$ cat src/rtl/hd_man_pkg.sv
// Shared definitions for the HD encoder manipulator path: FSM states,
// default widths and the output beat type.
package hd_man_pkg;

  localparam int VALUE_WIDTH_DEF = 7;
  localparam int CHUNK_WIDTH_DEF = 32;

  typedef enum logic {
    IDLE   = 1'b0,
    STREAM = 1'b1
  } state_e;

  typedef logic [CHUNK_WIDTH_DEF-1:0] chunk_t;

endpackage

$ cat src/rtl/unary_encoder.sv
// Thermometer encoder: output bit i is set iff i <= value_i (unsigned).
// The comparison is done one bit wider than the input so the top index
// never wraps.
module unary_encoder
  import hd_man_pkg::*;
#(
  parameter int INPUT_WIDTH = VALUE_WIDTH_DEF
) (
  input  logic [INPUT_WIDTH-1:0]      value_i,
  output logic [(2**INPUT_WIDTH)-1:0] mask_o
);

  localparam int OUT_WIDTH = 2**INPUT_WIDTH;

  // Set every mask bit whose index does not exceed the input value.
  always_comb begin
    mask_o = '0;
    for (int i = 0; i < OUT_WIDTH; i++) begin
      mask_o[i] = ({1'b0, value_i} >= (INPUT_WIDTH+1)'(i));
    end
  end

endmodule

$ cat src/rtl/unary_level_serializer.sv
// Level hypervector serializer: captures a quantized value and a seed
// hypervector, forms seed ^ thermometer(value) and streams it out as
// NUM_CHUNKS beats. A new transaction may be accepted on the last beat's
// handshake, so consecutive transactions run without an idle cycle.
module unary_level_serializer
  import hd_man_pkg::*;
#(
  parameter int VALUE_WIDTH = VALUE_WIDTH_DEF,
  parameter int CHUNK_WIDTH = CHUNK_WIDTH_DEF,
  localparam int HV_WIDTH   = 2**VALUE_WIDTH,
  localparam int NUM_CHUNKS = HV_WIDTH / CHUNK_WIDTH,
  localparam int IDX_W      = (NUM_CHUNKS > 1) ? $clog2(NUM_CHUNKS) : 1
) (
  input  logic                   clk_i,
  input  logic                   rst_i,
  input  logic [VALUE_WIDTH-1:0] value_i,
  input  logic [HV_WIDTH-1:0]    seed_i,
  input  logic                   valid_i,
  output logic                   ready_o,
  output logic [CHUNK_WIDTH-1:0] chunk_o,
  output logic [IDX_W-1:0]       chunk_idx_o,
  output logic                   last_o,
  output logic                   valid_o,
  input  logic                   ready_i,
  output logic                   busy_o
);

  if ((HV_WIDTH % CHUNK_WIDTH) != 0 || NUM_CHUNKS < 2) begin : g_bad_params
    $error("unary_level_serializer: HV_WIDTH must be a multiple of CHUNK_WIDTH with at least 2 chunks");
  end

  state_e                                   state_q, state_d;
  logic [VALUE_WIDTH-1:0]                   value_q, value_d;
  logic [HV_WIDTH-1:0]                      seed_q, seed_d;
  logic [IDX_W-1:0]                         idx_q, idx_d;
  logic [HV_WIDTH-1:0]                      levelMask;
  logic [NUM_CHUNKS-1:0][CHUNK_WIDTH-1:0]   hvChunks;
  logic                                     streaming;
  logic                                     isLast;
  logic                                     acceptEvt;
  logic                                     beatEvt;

  unary_encoder #(
    .INPUT_WIDTH(VALUE_WIDTH)
  ) u_unary_encoder (
    .value_i(value_q),
    .mask_o (levelMask)
  );

  // Output beats come only from registered operands; reset blanks them at once.
  always_comb begin
    hvChunks    = seed_q ^ levelMask;
    streaming   = (state_q == STREAM) && !rst_i;
    isLast      = streaming && (idx_q == IDX_W'(NUM_CHUNKS - 1));
    valid_o     = streaming;
    busy_o      = streaming;
    last_o      = isLast;
    chunk_idx_o = streaming ? idx_q : '0;
    chunk_o     = streaming ? hvChunks[idx_q] : '0;
    ready_o     = !rst_i && ((state_q == IDLE) || (isLast && ready_i));
    acceptEvt   = valid_i && ready_o;
    beatEvt     = streaming && ready_i;
  end

  // Advance the beat index on each handshake; a new accept overrides the wrap to IDLE.
  always_comb begin
    state_d = state_q;
    value_d = value_q;
    seed_d  = seed_q;
    idx_d   = idx_q;
    if (beatEvt) begin
      if (isLast) begin
        idx_d   = '0;
        state_d = IDLE;
      end else begin
        idx_d = idx_q + IDX_W'(1);
      end
    end
    if (acceptEvt) begin
      value_d = value_i;
      seed_d  = seed_i;
      idx_d   = '0;
      state_d = STREAM;
    end
  end

  // State registers with synchronous reset; reset drops any transaction in flight.
  always_ff @(posedge clk_i) begin
    if (rst_i) begin
      state_q <= IDLE;
      value_q <= '0;
      seed_q  <= '0;
      idx_q   <= '0;
    end else begin
      state_q <= state_d;
      value_q <= value_d;
      seed_q  <= seed_d;
      idx_q   <= idx_d;
    end
  end

endmodule

$ cat config.mk
export PLATFORM = sky130hd
export DESIGN_NAME = unary_level_serializer
export DESIGN_NICKNAME = d
export VERILOG_FILES = /design/src/rtl/hd_man_pkg.sv /design/src/rtl/unary_encoder.sv /design/src/rtl/unary_level_serializer.sv
export SDC_FILE = /design/constraint.sdc
export NUM_CORES = 1
export LEC_CHECK = 0
export BUFFER_PORTS_ARGS = -buffer_cell sky130_fd_sc_hd__buf_2
export CORE_ASPECT_RATIO = 1.1
export CORE_MARGIN = 3
export CORE_UTILIZATION = 50
export CTS_CLUSTER_SIZE = 12
export DETAILED_ROUTE_END_ITERATION = 12
export PLACE_DENSITY = 0.74
export SLEW_MARGIN = 20
export SYNTH_ARGS = -nofsm -noshare
export SYNTH_HDL_FRONTEND = slang
export SYNTH_SLANG_ARGS = --single-unit
export TNS_END_PERCENT = 5
$ cat constraint.sdc
create_clock -name clk_i -period 1.7 [get_ports clk_i]
set_input_delay 0.085 -clock clk_i [delete_from_list [all_inputs] [get_ports clk_i]]
set_output_delay 0.085 -clock clk_i [all_outputs]
set_load 0.01 [all_outputs]
==> results of run 1 <==
-- power groups by stage --
| stage | registers [uW] | clock network [uW] | logic, uW |
|---|---|---|---|
| 5_1_grt | 3740 | 4170 | 2660 |
| 4_1_cts | 3710 | 4020 | 2360 |
| 3_3_place_gp | 3770 | 0 | 2000 |
| 2_1_floorplan | 3660 | 0 | 1270 |
| 6_report | 3730 | 4010 | 2480 |
| 3_5_place_dp | 3780 | 0 | 2020 |
-- metal layers --
metal	vias to the layer above	track usage (%)	routed length, um
met5	-	0	0
met4	0	17.70	1915
met3	143	8.979	3002
met2	540	58.91	16090
met1	4591	43.98	13630
li1	4614	-	-
-- sequential cells by signal, indices dropped and copies added (netlist names) --
| signal | flops |
|---|---|
| idx_q | 2 |
| state_q | 1 |
| value_q | 7 |
| seed_q | 128 |
-- kinds of logic after synthesis --
family                   count (synthesis)
buffers and inverters                  107
multiplexers                            22
AND/OR/NAND/NOR                        432
adder cells (fa/ha/maj)                  1
AO/OA/AOI/OAI                          320
flip-flops                             138
XOR/XNOR                               103
-- critical path, stage by stage, from the launching register on --
cell      delay, ns
dfxtp_4        0.37
buf_8          0.14
or4_4          0.56
buf_6          0.15
o31ai_4        0.18
xnor2_1        0.16
a22oi_2        0.07
o211ai_1       0.09
buf_2          0.16
-- final timing paths --
check                                from                  endpoint  slack (ns)
hold reg to reg   seed_q[47]$_SDFFE_PP0P_   seed_q[47]$_SDFFE_PP0P_        0.48
setup reg to reg    idx_q[0]$_SDFFE_PP0P_  seed_q[124]$_SDFFE_PP0P_       -0.08
setup / recovery  value_q[4]$_SDFFE_PP0P_                chunk_o[1]       -0.71
hold / removal                    ready_i      state_q$_SDFFE_PP0P_        0.02
-- synthesized netlist by cell type (all sizes together) (7+ instances only) --
cell type / number
nor2: 46
buf: 58
or3: 7
nand2: 183
a211oi: 7
a21oi: 48
o21ai: 175
and3: 7
a22oi: 8
xor2: 34
nand2b: 134
clkbuf: 42
a31oi: 11
nor3: 18
mux2i: 18
nand3: 11
o22ai: 17
dfxtp: 138
xnor2: 69
-- per-stage QoR --
| step | utilization (%) | worst slack (ns) | setup TNS [ns] | hold slack (ns) |
|---|---|---|---|---|
| 2_1_floorplan | - | -0.03598 | -2.701 | 0.1935 |
| 4_1_cts | 76.25 | -0.7103 | -19.06 | 0.02538 |
| 3_3_place_gp | 62.91 | -0.3170 | -10.07 | 0.2774 |
| 6_report | 77.04 | -0.7060 | -20.18 | 0.02035 |
| 3_5_place_dp | 62.91 | -0.3445 | -12.37 | 0.2831 |
| 5_1_grt | 77.04 | -0.7977 | -26.09 | 0.09079 |
-- area by class of cell --
type | count | area (um2)
Multi-Input combinational cell | 878 | 5465
Fill cell | 1120 | 3801
Timing Repair Buffer | 469 | 3590
Sequential cell | 138 | 2789
Clock buffer | 19 | 432.9
Tap cell | 204 | 255.2
Clock inverter | 13 | 192.7
Inverter | 7 | 27.53
-- layout by cell type, fill, tap and decap left out, types with 5 or more instances in the layout --
cell type | netlist | final
a22oi_1 | 7 | 7
a211o_1 | 5 | 5
a21oi_1 | 48 | 42
a31oi_1 | 11 | 9
a21oi_2 | 0 | 5
dlygate4sd3_1 | 0 | 136
clkbuf_16 | 0 | 17
o22ai_1 | 17 | 16
o21ai_1 | 11 | 26
nand2b_1 | 134 | 134
nand2_1 | 182 | 180
nor3_2 | 0 | 5
buf_12 | 0 | 8
xor2_1 | 34 | 32
nor3_1 | 18 | 13
inv_1 | 6 | 6
mux2i_1 | 18 | 17
xnor2_1 | 69 | 69
dfxtp_1 | 138 | 129
nand3_1 | 10 | 10
buf_2 | 31 | 173
dfxtp_4 | 0 | 6
buf_4 | 9 | 141
o21ai_2 | 0 | 6
o211ai_1 | 6 | 6
and3_1 | 7 | 5
nor2_1 | 46 | 40
o21ai_0 | 164 | 143
buf_6 | 13 | 9
-- repair_timing --
| item | 4_1_cts | 5_1_grt |
|---|---|---|
| resized for setup | 67 | 33 |
| setup buffers | 1 | 2 |
| hold buffers | 136 | 0 |
| endpoints found under the setup margin | 145 | 116 |
| pin swaps | 15 | 6 |
| hold endpoints to repair | 137 | 0 |
==> impl_metrics.json, run 1 <==
{
  "dr.pass1.iters": 5,
  "synthMuxAreaShare_pct": 3.040,
  "p_sw_uw": 3010,
  "crit_required_ns": 1.62,
  "rows": 49,
  "wirelength_um": 34640,
  "yosysTopAreaCell": "dfxtp_1",
  "worstHoldPathType": "input pin to register",
  "grt_setup_unrepaired": "true",
  "crit_arrival_ns": 2.32,
  "htreeDepth": 4,
  "pin_count": 177,
  "min_period_over_period_pct": 141.5,
  "fmax_mhz": 415.6,
  "yosysUniqueCellTypes": 69,
  "antenna_cells": 0,
  "startpoint_type": "register",
  "grt_pass1_wl_um": 51380,
  "cts_tree": "yes",
  "floorplan.initialDensity_pct": 51.47,
  "async_flop_share_pct": 0,
  "powerDensity_nw_per_um2": 801.6,
  "dpl_cell_area_um2": 10410,
  "drive_gt1_share_pct": 29.00,
  "skew_ns": 0.01705,
  "worstMarginPinSlew_ns": 1.089,
  "synth_top_family_by_area": "simple AND/OR/NAND/NOR gates",
  "dpl.hpwl_um": 23000,
  "postSynthCellCount": 1123,
  "final_area_um2": 12750,
  "worstHoldPathCells": 4,
  "synthXorXnorAreaFrac_pct": 10.59,
  "grt.overflow.total": 0,
  "p_int_uw": 7212,
  "synthSimpleGateAreaFrac_pct": 24.99,
  "postRouteAntennaNets": 0,
  "finalHoldViolations": 0,
  "setup_viol": 67,
  "fin_cells": 1728,
  "wl_per_cell_um": 20.04,
  "drtIter0Drc": 968,
  "p_clk_share_pct": 39.2,
  "yosys-top-cells-area": "dfxtp_1 (32%), nand2b_1 (9.8%), o21ai_0 (9.6%)",
  "switching_share_pct": 29.44,
  "maxCapViolations": 0,
  "status": "finished with violations",
  "syn_area_um2": 8521,
  "cp-end-kind": "output pin",
  "crit_fanout": 10,
  "dpl.cell_count": 1557,
  "vias": 9888,
  "dieArea_um2": 18650,
  "drv_slew": 0,
  "relSlewSlack_pct": 27.38,
  "clockBufferDepth": 2,
  "root_buffer": "clkbuf_16",
  "worst_slack_ns": -0.7060,
  "drc_errors": 0,
  "postSynthAreaPerCell_um2": 7.587,
  "ys_seq_area_share_pct": 32.42,
  "clkLatencyLatePin_ns": 0.44,
  "cts_sinks": 138,
  "violations": "negative setup slack",
  "grt_pass1_vias": 9579,
  "syn-num-nets": 1263,
  "critPathKind": "register to output pin",
  "grt_max_degree": 139,
  "power_frac_seq_pct": 36.5,
  "grt_antenna_before_repair": 0,
  "area_growth_syn_to_layout_pct": 49.66,
  "synth_compound_area_share_pct": 22.10,
  "ys.flop_type": "dfxtp_1",
  "leakage_uw": 0.005308,
  "ys_ff_latch": 138,
  "grt_util_all_layers_pct": 35.99,
  "coreArea_um2": 16550,
  "fin_crit_ns": 2.406,
  "ir_worst_vdd_uv": 758.4,
  "die_x_um": 130.5,
  "r2r_cells": 7,
  "gp_congestion": 1.011,
  "clk_pin_slew_ns": 0.06,
  "comb_power_share_pct": 24.3,
  "yosys_warnings": 0,
  "io_buffers": 176,
  "power_uw": 10220,
  "viasPerCell": 5.722,
  "synth_fa_ha_area_share_pct": 0.1468,
  "synth_edf_count": 0,
  "fp.dieH_um": 142.9,
  "cts_buffers": 17,
  "yosysTopAreaCellShare_pct": 32.42,
  "final_net_count": 1651
}
(Power assumes the default switching activity.)
==> inputs of run 2 (changes only) <==
Settings changed: CAP_MARGIN set to 10, CORE_ASPECT_RATIO 1.1 to not set.
==> run 2 against run 1 <==
- the flow still finishes with violations (negative setup slack)
- design area grew 2.1%
- final cell count grew 1.7%
- clock power shrank 10%
- sequential power is essentially flat
- die area is essentially flat
- via count grew 0.93%
- setup slack lost 0.047 ns
- utilization grew 1.2 points
- highest routed layer unchanged
==> impl_metrics.json, run 2 (same netlist as run 1, synthesis figures left out) <==
{
  "status": "finished with violations",
  "violations": "negative setup slack",
  "largest-register": "seed_q",
  "grt_antenna_before_repair": 0,
  "most-common-layout-cells": "nand2_1 (182), buf_2 (174), buf_4 (142), o21ai_0 (141), dlygate4sd3_1 (136)",
  "startpoint_type": "register",
  "drv_slew": 0,
  "final_net_count": 1665,
  "powerDensity_nw_per_um2": 760.3,
  "dpl.cell_count": 1578,
  "crit_arrival_ns": 2.37,
  "crit_fanout": 8,
  "cts_tree": "yes",
  "dpl.hpwl_um": 23440,
  "fin_cells": 1758,
  "skew_ns": 0.007557,
  "cts_sinks": 138,
  "vias": 9980,
  "drc_errors": 0,
  "rows": 47,
  "grt.overflow.total": 0,
  "worst_slack_ns": -0.7530,
  "htreeDepth": 4,
  "clk_pin_slew_ns": 0.06,
  "wl_per_cell_um": 19.82,
  "clockBufferDepth": 2,
  "critPathKind": "register to output pin",
  "area_growth_syn_to_layout_pct": 52.80,
  "cts_buffers": 17,
  "floorplan.initialDensity_pct": 51.20,
  "drtIter0Drc": 1117,
  "grt_max_degree": 60,
  "drive_gt1_share_pct": 30.69,
  "grt_pass1_wl_um": 52460,
  "crit_required_ns": 1.62,
  "power_uw": 9899,
  "holdWs_ns": 0.03361,
  "min_period_over_period_pct": 144.3,
  "pin_count": 177,
  "wirelength_um": 34840,
  "reg_top3": "seed_q x128, value_q x7, idx_q x2",
  "relSlewSlack_pct": 69.56,
  "postRouteAntennaNets": 0,
  "fmax_mhz": 407.7,
  "gp_congestion": 1.008,
  "dieArea_um2": 18640,
  "fin_crit_ns": 2.453,
  "finalHoldViolations": 0,
  "ir_worst_vdd_uv": 739.8,
  "antenna_cells": 0,
  "maxCapViolations": 0,
  "clkLatencyLatePin_ns": 0.43,
  "die_x_um": 136.5,
  "post-place-ws_ns": -0.3570,
  "cp-end-kind": "output pin",
  "grt_pass1_vias": 9773,
  "viasPerCell": 5.677,
  "worstMarginPinSlew_ns": 0.4566,
  "fp.dieH_um": 136.5,
  "coreArea_um2": 16640,
  "grt_setup_unrepaired": "true",
  "setup_viol": 33,
  "root_buffer": "clkbuf_16",
  "leakage_uw": 0.005418,
  "dr.pass1.iters": 7,
  "grt_util_all_layers_pct": 36.62,
  "largest_reg_flops": 128,
  "layout_commonest_cell": "nand2_1",
  "io_buffers": 176,
  "worstHoldPathType": "input pin to register"
}
## run 2: cell count changes in the layout (fill, tap and decap cells not counted), sizes merged
cell    change
clkinv      +2
bufinv      -3
inv         +3
clkbuf      -1
buf        +13
## run 2: power by group
group | leakage (uW) | switching [uW] | internal, uW
sequential | 0.00114 | 259 | 3460
clock | 0.000277 | 1570 | 2040
combinational | 0.00400 | 1250 | 1320
## run 2: per-stage QoR
stage / instance area [um2] / util, % / TNS (ns)
finish: 13020 / 78.23 / -19.43
global route: 13020 / 78.23 / -22.39
CTS: 12650 / 76.03 / -18.59
detailed placement: 10520 / 63.22 / -7.147
global placement: 10520 / 63.22 / -7.030
floorplan: 8562 / - / -2.701
## run 2: worst max-delay path, stage by stage, from the launching register on
cell	delay [ns]
dfxtp_4	0.37
buf_12	0.15
buf_8	0.12
or4_4	0.49
o31ai_4	0.21
xnor2_1	0.10
a22oi_2	0.17
o211ai_1	0.15
buf_2	0.17
## run 2: routing by layer
metal,part of all wire [%],GRT usage (%)
met5,0,0
met4,4.1,15.73
met3,9.3,7.243
met2,47,61.12
met1,39,46.01
## run 2: area by class of cell
cell class | instances | area [um2]
fillers | 1130 | 3622
clock inverters | 15 | 141.4
well taps | 220 | 275.3
multi-input cells | 878 | 5572
inverters | 7 | 27.53
flip-flops and latches | 138 | 2785
repair buffers | 483 | 3794
clock buffers | 17 | 425.4
## run 2: worst paths after layout
path	startpoint	end	slack, ns	depth (start not counted)
worst min-delay path	ready_i	state_q$_SDFFE_PP0P_	0.03	4
worst min register to register	seed_q[92]$_SDFFE_PP0P_	seed_q[92]$_SDFFE_PP0P_	0.49	2
worst max register to register	idx_q[0]$_SDFFE_PP0P_	seed_q[100]$_SDFFE_PP0P_	-0.01	8
worst max-delay path	value_q[5]$_SDFFE_PP0P_	chunk_o[1]	-0.75	8
## run 2: timing repair
item | in CTS | in global routing
buffers inserted | 0 | 11
cloned | 0 | 1
endpoints found under the hold margin | 137 | 0
hold buffers | 136 | 0
endpoints found under the setup margin | 51 | 146
pin swaps | 13 | 15
gates resized for setup | 66 | 58
